==> config.mk <==
export PLATFORM = sky130hd
export DESIGN_NAME = uartio2
export DESIGN_NICKNAME = d
export VERILOG_FILES = /design/src/rtl/uartio2.sv
export SDC_FILE = /design/constraint.sdc
export NUM_CORES = 1
export LEC_CHECK = 0
export CORE_MARGIN = 2
export CORE_UTILIZATION = 45
export DETAILED_ROUTE_END_ITERATION = 10
export DONT_BUFFER_PORTS = 1
export GPL_TIMING_DRIVEN = 0
export PLACE_DENSITY = 0.69
export RECOVER_POWER = 100
export REMOVE_ABC_BUFFERS = 1
export SYNTH_ARGS = -nofsm -noshare
export SYNTH_HDL_FRONTEND = slang
export SYNTH_SLANG_ARGS = --single-unit
==> constraint.sdc <==
create_clock -name clk -period 5.3 [get_ports clk]
set_input_delay 1.06 -clock clk [delete_from_list [all_inputs] [get_ports clk]]
set_output_delay 1.06 -clock clk [all_outputs]
set_load 0.01 [all_outputs]
==> src/rtl/uartio2.sv <==
// uartio2: bus-mapped 8N1 UART with RX/TX FIFOs, runtime baud divisor, sticky error flags and level irq.
// Optional internal loopback (CONTROL b4) is built when UARTIO2_LOOPBACK_EN is defined.

module uartio2_fifo #(
  parameter int unsigned DEPTH = 16
) (
  input  logic                     clk,
  input  logic                     rst,
  input  logic                     flush,
  input  logic                     push,
  input  logic                     pop,
  input  logic [7:0]               din,
  output logic [7:0]               head_c,
  output logic [$clog2(DEPTH):0]   cnt
);
  localparam int unsigned PW = $clog2(DEPTH);
  localparam int unsigned CW = PW + 1;

  logic [7:0]    mem [DEPTH];
  logic [PW-1:0] wp, rp;
  logic          pop_ok, push_ok;

  // A push into a full FIFO still lands when a pop frees a slot in the same cycle.
  assign pop_ok  = pop && (cnt != '0);
  assign push_ok = push && !flush && ((cnt != CW'(DEPTH)) || pop_ok);
  assign head_c  = mem[rp];

  always_ff @(posedge clk) begin
    if (rst || flush) begin
      wp  <= '0;
      rp  <= '0;
      cnt <= '0;
    end else begin
      if (push_ok) wp <= wp + PW'(1);
      if (pop_ok)  rp <= rp + PW'(1);
      cnt <= cnt + CW'(push_ok) - CW'(pop_ok);
    end
  end

  always_ff @(posedge clk) begin
    if (push_ok) mem[wp] <= din;
  end
endmodule

module uartio2 #(
  parameter int unsigned CLK_HZ     = 3000000,
  parameter int unsigned BAUD       = 9600,
  parameter int unsigned FIFO_DEPTH = 16
) (
  input  logic       clk,
  input  logic       rst,
  input  logic [2:0] AD,
  input  logic [7:0] DI,
  output logic [7:0] DO,
  input  logic       rw,
  input  logic       cs,
  output logic       irq,
  input  logic       rxd,
  output logic       txd
);
  localparam int unsigned CW        = $clog2(FIFO_DEPTH) + 1;
  localparam logic [15:0] DIV_RESET = 16'(CLK_HZ / BAUD - 1);

  typedef enum logic [1:0] {S_IDLE, S_START, S_DATA, S_STOP} state_t;

  logic          acc_wr, acc_rd;
  logic          wr_data, wr_stat, wr_ctrl, wr_divlo, wr_divhi, rd_data;
  logic          rx_flush, tx_flush;
  logic          rxie, txie, ovr, fe, loop_rd;
  logic [15:0]   div;
  logic [CW-1:0] rx_cnt, tx_cnt;
  logic [7:0]    rx_head, tx_head;
  logic          rx_ne, tx_nf, tx_done;

  state_t        tx_state, tx_state_n;
  logic [15:0]   tx_tmr, tx_tmr_n, tx_div, tx_div_n;
  logic [2:0]    tx_bit, tx_bit_n;
  logic [7:0]    tx_sh, tx_sh_n;
  logic          tx_load_c, tx_avail, tx_line_n, txd_n;

  state_t        rx_state, rx_state_n;
  logic [15:0]   rx_tmr, rx_tmr_n, rx_div, rx_div_n;
  logic [2:0]    rx_bit, rx_bit_n;
  logic [7:0]    rx_sh, rx_sh_n;
  logic          rx_push_c, rx_fe_c, rx_drop_c;
  logic          rx_in, rx_s1, rx_s2, rx_s3;
  logic [16:0]   rx_half;

  // Bus decode: every side effect is qualified by cs.
  assign acc_wr   = cs && !rw;
  assign acc_rd   = cs && rw;
  assign wr_data  = acc_wr && (AD == 3'd0);
  assign wr_stat  = acc_wr && (AD == 3'd1);
  assign wr_ctrl  = acc_wr && (AD == 3'd2);
  assign wr_divlo = acc_wr && (AD == 3'd3);
  assign wr_divhi = acc_wr && (AD == 3'd4);
  assign rd_data  = acc_rd && (AD == 3'd0);
  assign rx_flush = wr_ctrl && DI[2];
  assign tx_flush = wr_ctrl && DI[3];

  assign rx_ne   = (rx_cnt != '0);
  assign tx_nf   = (tx_cnt != CW'(FIFO_DEPTH));
  assign tx_done = (tx_cnt == '0) && (tx_state == S_IDLE);

  uartio2_fifo #(.DEPTH(FIFO_DEPTH)) u_rx_fifo (
    .clk(clk), .rst(rst), .flush(rx_flush), .push(rx_push_c), .pop(rd_data),
    .din(rx_sh), .head_c(rx_head), .cnt(rx_cnt)
  );

  uartio2_fifo #(.DEPTH(FIFO_DEPTH)) u_tx_fifo (
    .clk(clk), .rst(rst), .flush(tx_flush), .push(wr_data), .pop(tx_load_c),
    .din(DI), .head_c(tx_head), .cnt(tx_cnt)
  );

  assign rx_drop_c = rx_push_c && !rx_flush && !tx_nf_rx_dummy_free();

  function automatic logic tx_nf_rx_dummy_free();
    return (rx_cnt != CW'(FIFO_DEPTH)) || (rd_data && rx_ne);
  endfunction

`ifdef UARTIO2_LOOPBACK_EN
  logic loop, tx_line;

  always_ff @(posedge clk) begin
    if (rst) begin
      loop    <= 1'b0;
      tx_line <= 1'b1;
    end else begin
      if (wr_ctrl) loop <= DI[4];
      tx_line <= tx_line_n;
    end
  end

  assign rx_in   = loop ? tx_line : rxd;
  assign txd_n   = loop ? 1'b1 : tx_line_n;
  assign loop_rd = loop;
`else
  assign rx_in   = rxd;
  assign txd_n   = tx_line_n;
  assign loop_rd = 1'b0;
`endif

  // Control, divisor, sticky flags and the registered interrupt.
  always_ff @(posedge clk) begin
    if (rst) begin
      rxie <= 1'b0;
      txie <= 1'b0;
      div  <= DIV_RESET;
      ovr  <= 1'b0;
      fe   <= 1'b0;
      irq  <= 1'b0;
      txd  <= 1'b1;
    end else begin
      if (wr_ctrl) begin
        rxie <= DI[0];
        txie <= DI[1];
      end
      if (wr_divlo) div[7:0]  <= DI;
      if (wr_divhi) div[15:8] <= DI;
      ovr <= (ovr && !(wr_stat && DI[3])) || rx_drop_c;
      fe  <= (fe  && !(wr_stat && DI[4])) || rx_fe_c;
      irq <= (rxie && rx_ne) || (txie && (tx_cnt == '0));
      txd <= txd_n;
    end
  end

  always_comb begin
    DO = '0;
    case (AD)
      3'd0:    DO = rx_ne ? rx_head : 8'h00;
      3'd1:    DO = {irq, 2'b00, fe, ovr, tx_done, tx_nf, rx_ne};
      3'd2:    DO = {3'b000, loop_rd, 2'b00, txie, rxie};
      3'd3:    DO = div[7:0];
      3'd4:    DO = div[15:8];
      3'd5:    DO = 8'(rx_cnt);
      3'd6:    DO = 8'(tx_cnt);
      default: DO = 8'h00;
    endcase
  end

  // TX shifter state register.
  always_ff @(posedge clk) begin
    if (rst) begin
      tx_state <= S_IDLE;
      tx_tmr   <= '0;
      tx_div   <= DIV_RESET;
      tx_bit   <= '0;
      tx_sh    <= '0;
    end else begin
      tx_state <= tx_state_n;
      tx_tmr   <= tx_tmr_n;
      tx_div   <= tx_div_n;
      tx_bit   <= tx_bit_n;
      tx_sh    <= tx_sh_n;
    end
  end

  assign tx_avail = (tx_cnt != '0) && !tx_flush;

  // TX next state; STOP chains straight into the next START when data is waiting.
  always_comb begin
    tx_state_n = tx_state;
    tx_tmr_n   = tx_tmr + 16'd1;
    tx_div_n   = tx_div;
    tx_bit_n   = tx_bit;
    tx_sh_n    = tx_sh;
    tx_load_c  = 1'b0;
    tx_line_n  = 1'b1;
    case (tx_state)
      S_IDLE: begin
        tx_tmr_n  = '0;
        tx_load_c = tx_avail;
      end
      S_START: begin
        if (tx_tmr == tx_div) begin
          tx_state_n = S_DATA;
          tx_tmr_n   = '0;
          tx_bit_n   = '0;
        end
      end
      S_DATA: begin
        if (tx_tmr == tx_div) begin
          tx_tmr_n = '0;
          tx_sh_n  = {1'b0, tx_sh[7:1]};
          tx_bit_n = tx_bit + 3'd1;
          if (tx_bit == 3'd7) tx_state_n = S_STOP;
        end
      end
      S_STOP: begin
        if (tx_tmr == tx_div) begin
          tx_tmr_n   = '0;
          tx_state_n = S_IDLE;
          tx_load_c  = tx_avail;
        end
      end
      default: tx_state_n = S_IDLE;
    endcase
    if (tx_load_c) begin
      tx_state_n = S_START;
      tx_sh_n    = tx_head;
      tx_div_n   = div;
      tx_tmr_n   = '0;
    end
    case (tx_state_n)
      S_START: tx_line_n = 1'b0;
      S_DATA:  tx_line_n = tx_sh_n[0];
      default: tx_line_n = 1'b1;
    endcase
  end

  // RX synchroniser plus one extra flop for falling-edge detection.
  always_ff @(posedge clk) begin
    if (rst) begin
      rx_s1    <= 1'b1;
      rx_s2    <= 1'b1;
      rx_s3    <= 1'b1;
      rx_state <= S_IDLE;
      rx_tmr   <= '0;
      rx_div   <= DIV_RESET;
      rx_bit   <= '0;
      rx_sh    <= '0;
    end else begin
      rx_s1    <= rx_in;
      rx_s2    <= rx_s1;
      rx_s3    <= rx_s2;
      rx_state <= rx_state_n;
      rx_tmr   <= rx_tmr_n;
      rx_div   <= rx_div_n;
      rx_bit   <= rx_bit_n;
      rx_sh    <= rx_sh_n;
    end
  end

  assign rx_half = (17'(rx_div) + 17'd1) >> 1;

  // RX next state: mid-bit sampling, glitch rejection on the start sample.
  always_comb begin
    rx_state_n = rx_state;
    rx_tmr_n   = rx_tmr + 16'd1;
    rx_div_n   = rx_div;
    rx_bit_n   = rx_bit;
    rx_sh_n    = rx_sh;
    rx_push_c  = 1'b0;
    rx_fe_c    = 1'b0;
    case (rx_state)
      S_IDLE: begin
        rx_tmr_n = '0;
        if (rx_s3 && !rx_s2) begin
          rx_state_n = S_START;
          rx_div_n   = div;
        end
      end
      S_START: begin
        if ((17'(rx_tmr) + 17'd1) >= rx_half) begin
          rx_tmr_n   = '0;
          rx_bit_n   = '0;
          rx_state_n = rx_s2 ? S_IDLE : S_DATA;
        end
      end
      S_DATA: begin
        if (rx_tmr == rx_div) begin
          rx_tmr_n = '0;
          rx_sh_n  = {rx_s2, rx_sh[7:1]};
          rx_bit_n = rx_bit + 3'd1;
          if (rx_bit == 3'd7) rx_state_n = S_STOP;
        end
      end
      S_STOP: begin
        if (rx_tmr == rx_div) begin
          rx_tmr_n   = '0;
          rx_push_c  = 1'b1;
          rx_fe_c    = !rx_s2;
          rx_state_n = S_IDLE;
        end
      end
      default: rx_state_n = S_IDLE;
    endcase
  end
endmodule
Word level (Yosys, flattened, before mapping) --
Memory sizes are Yosys's and may differ from the RTL's. A register that Yosys moved wholly into a read port is not among the register bits. Cells that the tools add are included.
Storage, ports and cells: input bits 16, bits in registers 141, memories kept 2, word-level logic and storage cells 175, RAM bits 256
Memories:
- u_rx_fifo.mem | words 16, width 8, rd ports 1, clocked after Yosys merged registers in 1, wr ports 1, RTL line 19 | logic [7:0] mem [DEPTH];
- u_tx_fifo.mem | words 16, width 8, rd ports 1, clocked after Yosys merged registers in 1, wr ports 1, RTL line 19
Operators by class: mux-type cells 44, $lt $le $gt $ge 1, equal/unequal tests 27, $add $sub $neg 14, reduce and logical (&&, ||, !) cells 59
Operators by type and width (count):
- $pmux W8 S7 | 1
- $mux W16 | 3
- $pmux W16 S3 | 1
- $add A16 B1 Y17 const B | 2
- $add A16 B1 Y16 const B | 2
- $eq A16 B16 Y1 | 2
- $mux W8 | 4
- $pmux W16 S2 | 1
- $logic_and A1 B1 Y1 | 26
- $mux W2 | 11
- $ge A17 B16 Y1 | 1
- $add A4 B1 Y4 const B | 4
- $mux W4 | 4
- $eq A3 B3 Y1 const B | 5
- $ne A2 B2 Y1 const B | 7
- $mux W3 | 4
- $pmux W3 S2 | 2
- $add A5 B1 Y5 | 2
- $eq A2 B2 Y1 const B | 5
- $ne A5 B5 Y1 const B | 2
- $reduce_bool A5 Y1 | 2
- $sub A5 B1 Y5 | 2
- $mux W1 | 9
- $pmux W2 S4 | 1
- 17 further kinds | 42

Depth between registers and ports, before layout --
Gate-level depths: netlist of run 1.
depth after elaboration 13, depth in mapped cells 17

Hierarchy --
Synthesis of run 1 repeated with hierarchy kept, for this count alone.
Second synthesis, totals: cell total of the unflattened synthesis 1333, area, all modules 17568.1 µm²
By module, submodules not included:
- uartio2_fifo | cells each 312, seq. area each 4184.0 µm², area an instance 5779.3 µm², instances 2
- uartio2 | cells each 709, seq. area each 2302.2 µm², area an instance 6009.5 µm², instances 1

Worst setup path before layout of run 1 --
OpenSTA, ideal clock, no wires.
path kind in2reg, start point in AD[1], end point reg u_tx_fifo.cnt[4], stages 17, path buffers 2, library setup time 70 ps, path slack 1655 ps, arrival time 3575 ps, path through buf_2 > nor2b_1 > buf_4 > nor3b_4 > a211oi_1 > nand2_1 > inv_1 > ha_1 > inv_1 > ha_1 > inv_1 > fa_1 > inv_1 > a21oi_1 > nor2_1 > or3_1 > a21oi_1
Between the ends: cells in the longest elaborated chain, start to end 12, elaborated cells between the ends (all ways) 16, classes of those cells 2 x add/sub; 1 x eq/ne; 2 x mux; 11 x reduce/logical
RTL lines:
- start: declaration | RTL line 52 | input logic [2:0] AD,
- $eq A3 B2 Y1 * | RTL line 94 | assign wr_ctrl = acc_wr && (AD == 3'd2);
- $logic_and A1 B1 Y1 * | RTL line 94
- $logic_and A1 B1 Y1 * | RTL line 99 | assign tx_flush = wr_ctrl && DI[3];
- $logic_not A1 Y1 * | RTL line 198 | assign tx_avail = (tx_cnt != '0) && !tx_flush;
- $logic_and A1 B1 Y1 * | RTL line 198
- $mux W1 | RTL line 230 | if (tx_tmr == tx_div) begin
- $pmux W1 S2 * | RTL line 209 | case (tx_state)
- $logic_and A1 B1 Y1 * | RTL line 24 | assign pop_ok = pop && (cnt != '0);
- net u_tx_fifo.pop_ok | RTL line 21 | logic pop_ok, push_ok;
- $logic_or A1 B1 Y1 | RTL line 25 | assign push_ok = push && !flush && ((cnt != CW'(DEPTH)) || pop_ok);
- $logic_and A1 B1 Y1 | RTL line 25
- $add A5 B1 Y5 | RTL line 36 | cnt <= cnt + CW'(push_ok) - CW'(pop_ok);
- $sub A5 B1 Y5 * | RTL line 36
- end signal: assignment | RTL line 36
- end: declaration | RTL line 14 | output logic [$clog2(DEPTH):0] cnt
Mark *: on every way through the listed nets, which the timed path passes. The rest lies on a longest branch. A chain may end at the register's enable or synchronous reset.

Worst setup path after layout of run 1 --
start point reg tx_tmr[6], end point reg u_tx_fifo.cnt[4]
Between the ends: cells in the longest elaborated chain, start to end 8
RTL lines:
- start: declaration | RTL line 76 | logic [15:0] tx_tmr, tx_tmr_n, tx_div, tx_div_n;
- start signal: assignment | RTL line 191 | tx_tmr <= tx_tmr_n;
- $eq A16 B16 Y1 * | RTL line 230
- $mux W1 * | RTL line 230
- $pmux W1 S2 * | RTL line 209
- $logic_and A1 B1 Y1 * | RTL line 24
- net u_tx_fifo.pop_ok | RTL line 21
- $logic_or A1 B1 Y1 | RTL line 25
- $logic_and A1 B1 Y1 | RTL line 25
- $add A5 B1 Y5 | RTL line 36
- $sub A5 B1 Y5 * | RTL line 36
Marked as above.

==> results of run 1 <==
-- sequential cells by signal (all words and copies together) (netlist names), 8 cells and up, named ones only --
signal	flops
tx_sh	8
tx_tmr	16
u_rx_fifo.mem	128
rx_sh	8
rx_tmr	16
tx_div	16
u_tx_fifo.mem	128
div	16
rx_div	16
-- worst max-delay path by stage --
stage                         startpoint                             to  slack [ns]  cells after the start
floorplan                          AD[1]    u_tx_fifo.cnt[4]$_SDFF_PP0_        0.70                     15
detailed placement                    cs  u_rx_fifo.mem[2][3]$_DFFE_PP_        0.83                      6
CTS                             register                          DO[1]        0.87                      4
global route        tx_tmr[6]$_SDFF_PP0_    u_tx_fifo.cnt[4]$_SDFF_PP0_        0.36                     17
finish              tx_tmr[6]$_SDFF_PP0_    u_tx_fifo.cnt[4]$_SDFF_PP0_        0.77                     17
global placement                   AD[1]    u_tx_fifo.cnt[4]$_SDFF_PP0_       -0.37                     15
-- area by class of cell --
class,count,area (sq um),area share
sequential,405,10670,0.5518
multi-input combinational,779,6426,0.3323
clock buffer,65,1234,0.06379
tap,518,648.1,0.03351
inverter,50,187.7,0.009704
clock inverter,12,103.9,0.005369
timing repair buffer,6,66.31,0.003429
antenna,1,2.502,0.0001294
-- cell families (layout without fill, tap and decap cells) --
group | Yosys count | after routing | synth area share
compound gates | 158 | 158 | 0.05602
flops | 405 | 405 | 0.6071
buf+inv | 114 | 133 | 0.02627
simple gates | 369 | 369 | 0.1074
mux | 119 | 119 | 0.1250
other cells | 0 | 1 | 0
xor+xnor | 81 | 81 | 0.04036
fa+ha+maj | 52 | 52 | 0.03787
-- per-stage QoR --
stage | hold WS [ns] | power [mW] | setup TNS [ns] | instances | setup slack (ns)
after floorplan | 0.3895 | 4.474 | 0 | 1234 | 0.6967
after global placement | 0.3940 | 4.759 | -0.7050 | 1752 | -0.3652
after detailed placement | 0.3978 | 4.813 | 0 | 1758 | 0.8276
after CTS | 0.4251 | 7.657 | 0 | 1835 | 0.8715
after global routing | 0.4377 | 7.909 | 0 | 1835 | 0.3610
final | 0.4279 | 7.587 | 0 | 1836 | 0.7738
-- power breakdown --
part / leakage [nW] / internal [mW] / switching (mW) / total, mW
Clock: 0.661 / 1.62 / 1.24 / 2.86
Sequential: 3.54 / 3.44 / 0.160 / 3.60
Combinational: 2.37 / 0.522 / 0.609 / 1.13
-- per-layer routing --
layer / up-vias / routed length (um)
met2: 236 / 18060
met1: 5244 / 16160
met3: 64 / 1830
met5: - / 0
li1: 4862 / -
met4: 0 / 1085
-- layout by cell type (no fill, tap or decap), types with 5 or more instances in the layout --
cell,netlist,final
a211oi_1,8,8
mux2i_1,35,35
nand4_1,21,21
a21oi_1,61,60
and3_1,37,37
nor4_1,9,9
or3_1,7,7
nor2b_1,8,8
o31ai_1,5,5
nor3b_1,17,18
clkbuf_1,40,13
clkinv_1,1,5
or4_1,6,6
edfxtp_1,256,256
inv_1,49,49
mux4_2,80,80
xnor2_1,45,45
dfxtp_1,149,147
clkbuf_8,0,9
o21ai_0,39,39
nor3_1,17,17
nand3_1,55,55
nor2_1,82,82
xor2_1,36,36
a21o_1,6,6
clkbuf_16,0,42
ha_1,50,50
nand2b_1,6,6
nand2_1,82,82
==> qor.csv, run 1 <==
metric,value,unit
Critical Path AT,4.97,ns
setup repair bufs after CTS,0,
nets,1352,
mapped cell area,0.01758,sq mm
Die W,201.6,um
Detailed Place HPWL,24.64,mm
cts hold-fix bufs,0,
Worst Clk Skew,0.02204,ns
worst slew pin tran,1.373,ns
Rows,72,
Setup Viol. Count Final,0,
layout cell share with drive strength beyond 1,0.1215,
slowest cell on the critical path,nor4_1,
GP Congestion,0.8414,
Die ar.,0.04066,sq mm
CP Buf/Inv Count,5,
Period minus WS final,4.526,ns
dpl cell area,0.01804,sq mm
first-pass GRT wire length,58.74,mm
asr flop ratio synth,0,
final hold viol count,0,
register area share after synthesis,0.6071,
largest net degree at the start of global routing,66,
Hold Path Cell Cnt,1,
maxcap violations,0,
critical path class,register to register,
hold_sp,rx_s1$_SDFF_PP1_,
Critical R2R Capture,u_tx_fifo.cnt[4]$_SDFF_PP0_,
Synth area leader,edfxtp_1,
Pre-antenna DRT Iters,5,
crit share post-route,0.8540,
HP Class,register to register,
syn_area_per_cell,13.54,sq um
CP Capture Type,register,
Worst Hold End,rx_s2$_SDFF_PP1_,
number of global-route vias before repair,10475,
Routed Antenna Nets,0,
Worst-Skew Late Latency,0.59,ns
post-cts sizing count,0,
Post-synth EDFFs,256,
power density over cell area,392.3,mW/mm^2
Reg2Reg Depth,17,
initial core utilization,0.4559,
IO buf count,0,
synth cell count leaders,"edfxtp_1 (256), dfxtp_1 (149), nand2_1 (82), nor2_1 (82), mux4_2 (80)",
IO Pins,26,
Synth top area share,0.4374,
Fillers,3310,
core footprint,0.03856,sq mm
drt drc,0,
critical-path cell list,xnor2_1 -> nand4_1 -> nor4_1 -> buf_4 -> a21o_1 -> nand2_1 -> inv_1 -> ha_1 -> inv_1 -> ha_1 -> inv_1 -> fa_1 -> inv_1 -> a21oi_1 -> nor2_1 -> or3_1 -> a21oi_1,
CTS tree,done,
CTS Sinks,405,
H-Tree Level Count,2,
Setup crit start kind,register,
unrepaired setup endpoints after global routing,false,
met3 Use GR,0.03401,
Critical Path RT,5.74,ns
Rel. slew slack,0.07787,
drt wl/cell,20.23,um
"Design Area, Final",0.01934,sq mm
Top delay family on crit path,simple AND/OR/NAND/NOR gates,
Max Slew Vio Count,0,
GR Util met2,0.3094,
max incr delay on CP,0.92,ns
outcome,finished clean,
main area contributors after synthesis,"edfxtp_1 (44%), dfxtp_1 (17%), mux4_2 (10%)",
die height,201.6,um
synthesized flop and latch total,405,
Max VDD drop,234.6,uV
GRT Util Overall,0.1850,
Yosys warning count,0,
Longest Clk Path Bufs,3,
synth unique cells,66,
DR iter-0 viols,714,
register-to-register setup slack,0.77,ns
clk slew on worst S/H paths,0.06,ns
crit-path most repeated cell,inv_1,
total number of vias,10406,
drt total wl,37.14,mm
area delta synth->final,10.04,%
most common cell in the netlist,edfxtp_1,
antenna violations before repair,1,
Achievable Freq,220.9,MHz
GRT overflow,0,
Main synth FF type,edfxtp_1,
origin of the critical flop-to-flop path,tx_tmr[6]$_SDFF_PP0_,
fin util,0.5016,
Root Buffer,clkbuf_16,
GR Util met1,0.2413,
busiest metal layer after global routing,met2,
P_leak,6.573,nW
Synth Instances,1298,
post-DR vias/cell,5.668,
crit-path max FO,20,
CTS buffer count,42,
Power figures use the tool's default switching activity.
==> inputs of run 2 (changes only) <==
--- a/config.mk
+++ b/config.mk
@@ -5,14 +5,15 @@
 export SDC_FILE = /design/constraint.sdc
 export NUM_CORES = 1
 export LEC_CHECK = 0
-export CORE_MARGIN = 2
+export CORE_MARGIN = 3
 export CORE_UTILIZATION = 45
 export DETAILED_ROUTE_END_ITERATION = 10
 export DONT_BUFFER_PORTS = 1
 export GPL_TIMING_DRIVEN = 0
-export PLACE_DENSITY = 0.69
+export PLACE_DENSITY = 0.65
 export RECOVER_POWER = 100
 export REMOVE_ABC_BUFFERS = 1
+export SLEW_MARGIN = 0
 export SYNTH_ARGS = -nofsm -noshare
 export SYNTH_HDL_FRONTEND = slang
 export SYNTH_SLANG_ARGS = --single-unit
==> run 2 against run 1 <==
Compared with the run above:
- routed wire length is 2.4% lower
- largest cell class unchanged
- highest routed layer unchanged
- critical endpoint unchanged
- first-iteration DRC count grew 6.9%
- fmax up 3.1%
- combinational power about the same
- critical path type unchanged
- utilization is 0.52 points higher
- cell area fell by 0.14%
- setup slack better by 0.14 ns
- sequential power about the same
==> qor.csv, run 2 (synthesized netlist as in run 1, its figures left out) <==
metric,value,unit,change
outcome,finished clean,,
Power Total,7.549,mW,-0.50%
number of global-route vias before repair,10244,,-2.2%
total number of vias,10209,,-1.9%
cts hold-fix bufs,0,,unchanged
Setup crit start kind,register,,
critical path class,register to register,,
power density over cell area,390.9,mW/mm^2,-0.36%
fin util,0.5068,,+0.005189
Rel. slew slack,0.07663,,-0.001236
dpl cell area,0.01803,sq mm,about the same
Setup TNS Final,0,ns,unchanged
worst slew pin tran,1.385,ns,+0.01242 ns
Detailed Place HPWL,24.65,mm,about the same
final hold viol count,0,,unchanged
"Design Area, Final",0.01931,sq mm,-0.14%
HP Class,register to register,,
unrepaired setup endpoints after global routing,false,,
drt drc,0,,unchanged
core footprint,0.03811,sq mm,-1.2%
H-Tree Level Count,2,,unchanged
CP Capture Type,register,,
Max Slew Vio Count,0,,unchanged
crit share post-route,0.8283,,-0.02570
Rows,71,,-1.4%
maxcap violations,0,,unchanged
Critical Path AT,4.80,ns,-0.17 ns
biggest regs,"u_rx_fifo.mem (128), u_tx_fifo.mem (128)",,
largest net degree at the start of global routing,66,,unchanged
crit-path max FO,20,,unchanged
sw frac,0.2620,,-0.002296
die height,203.6,um,+0.99%
internal power,5.571,mW,-0.19%
nets,1351,,-0.074%
Setup WS pre-CTS,0.9536,ns,+0.1259 ns
dpl cells,1750,,-0.46%
first-pass GRT wire length,57.80,mm,-1.6%
fin worst setup slack,0.9100,ns,+0.1362 ns
DR iter-0 viols,763,,+6.9%
GRT overflow,0,,unchanged
Worst Clk Skew,0.02377,ns,+0.001729 ns
CTS tree,done,,
antenna violations before repair,0,,-1
IO Pins,26,,unchanged
ant diodes,0,,-1
hold_sp,rx_s1$_SDFF_PP1_,,
Period minus WS final,4.390,ns,-0.1362 ns
Longest Clk Path Bufs,3,,unchanged
P_leak,6.553,nW,-0.30%
Die W,203.6,um,+0.99%
GP Congestion,0.8434,,+0.24%
sw power,1.978,mW,-1.4%
Max VDD drop,289.5,uV,+23%
drt wl/cell,19.87,um,-1.8%
area delta synth->final,9.888,%,
Post-Layout Cell Count,1825,,-0.60%
GRT Util Overall,0.1774,,-0.007580
Pre-antenna DRT Iters,5,,unchanged
Crit. Startpoint,tx_tmr[10]$_SDFF_PP0_,,
Setup Viol. Count Final,0,,unchanged
drt total wl,36.26,mm,-2.4%
CTS Sinks,405,,unchanged
Routed Antenna Nets,0,,unchanged
"commonest non-fill, non-tap cells in the layout","edfxtp_1 (256), dfxtp_1 (146), nor2_1 (82), nand2_1 (82), mux4_2 (80)",,
Root Buffer,clkbuf_16,,
Critical Path RT,5.71,ns,-0.03 ns
post-DR vias/cell,5.594,,-1.3%
sequential share of power,0.477,,+0.003
Achievable Freq,227.8,MHz,+3.1%
origin of the critical flop-to-flop path,tx_tmr[10]$_SDFF_PP0_,,
IO buf count,0,,unchanged
CTS buffer count,42,,unchanged
Logic pwr share,0.150,,about the same
layout cell share with drive strength beyond 1,0.1202,,-0.001245
hold slack,0.4150,ns,-0.01289 ns
Worst-Skew Late Latency,0.57,ns,-0.02 ns
setup repair bufs after CTS,0,,unchanged
Die ar.,0.04147,sq mm,+2.0%
clock share of power,0.373,,-0.004
initial core utilization,0.4612,,+0.005343
post-cts sizing count,0,,unchanged
clk slew on worst S/H paths,0.06,ns,about the same
"most common cell after layout, fill and taps aside",edfxtp_1,,
run 2: cell types whose count changed in the layout (fill, tap and decap cells not counted), sizes merged:
| cell | before | now |
|---|---|---|
| buf | 4 | 3 |
| bufinv | 0 | 2 |
| clkbuf | 67 | 57 |
| clkinv | 10 | 18 |
| clkinvlp | 0 | 1 |
| diode | 1 | 0 |
| inv | 52 | 49 |
run 2: layout make-up:
cell class	count	area [sq um]
Fill cell	3191	18800
Multi-Input combinational cell	779	6432
Tap cell	511	639.4
Clock buffer	55	1130
Sequential cell	405	10670
Timing Repair Buffer	5	58.81
Inverter	50	187.7
Clock inverter	20	192.7
run 2: power by group through the flow:
| stage | Clock [mW] | Combinational [mW] | Sequential (mW) |
|---|---|---|---|
| floorplan | 0 | 0.827 | 3.65 |
| global placement | 0 | 1.06 | 3.72 |
| detailed placement | 0 | 1.14 | 3.67 |
| CTS | 2.89 | 1.15 | 3.61 |
| global route | 3.01 | 1.25 | 3.63 |
| finish | 2.82 | 1.13 | 3.60 |
run 2: worst max-delay path, cell delays in order, from the launching register on:
cell and delay (ns):
dfxtp_1 0.42, xnor2_1 0.15, nand4_1 0.18, nor4_2 0.67
clkbuf_1 0.31, a21o_1 0.59, nand2_1 0.36, inv_1 0.23
ha_1 0.25, inv_1 0.06, ha_1 0.15, inv_1 0.06
fa_1 0.40, inv_1 0.07, a21oi_1 0.06, nor2_1 0.12
or3_1 0.12, a21oi_1 0.05
run 2: path summary, 6_finish.rpt:
kind              cells past startpoint  slack [ns]                          end
setup reg to reg                     17        0.91  u_tx_fifo.cnt[4]$_SDFF_PP0_
setup / recovery                     17        0.91  u_tx_fifo.cnt[4]$_SDFF_PP0_
hold reg to reg                       1        0.41             rx_s2$_SDFF_PP1_
hold / removal                        1        0.41             rx_s2$_SDFF_PP1_
run 2: routing by layer:
layer,track usage,vias up,share of wire
li1,-,4854,-
met1,0.2441,5089,0.45
met2,0.2855,214,0.47
met3,0.04246,52,0.054
met4,0.04720,0,0.022
met5,0,-,0
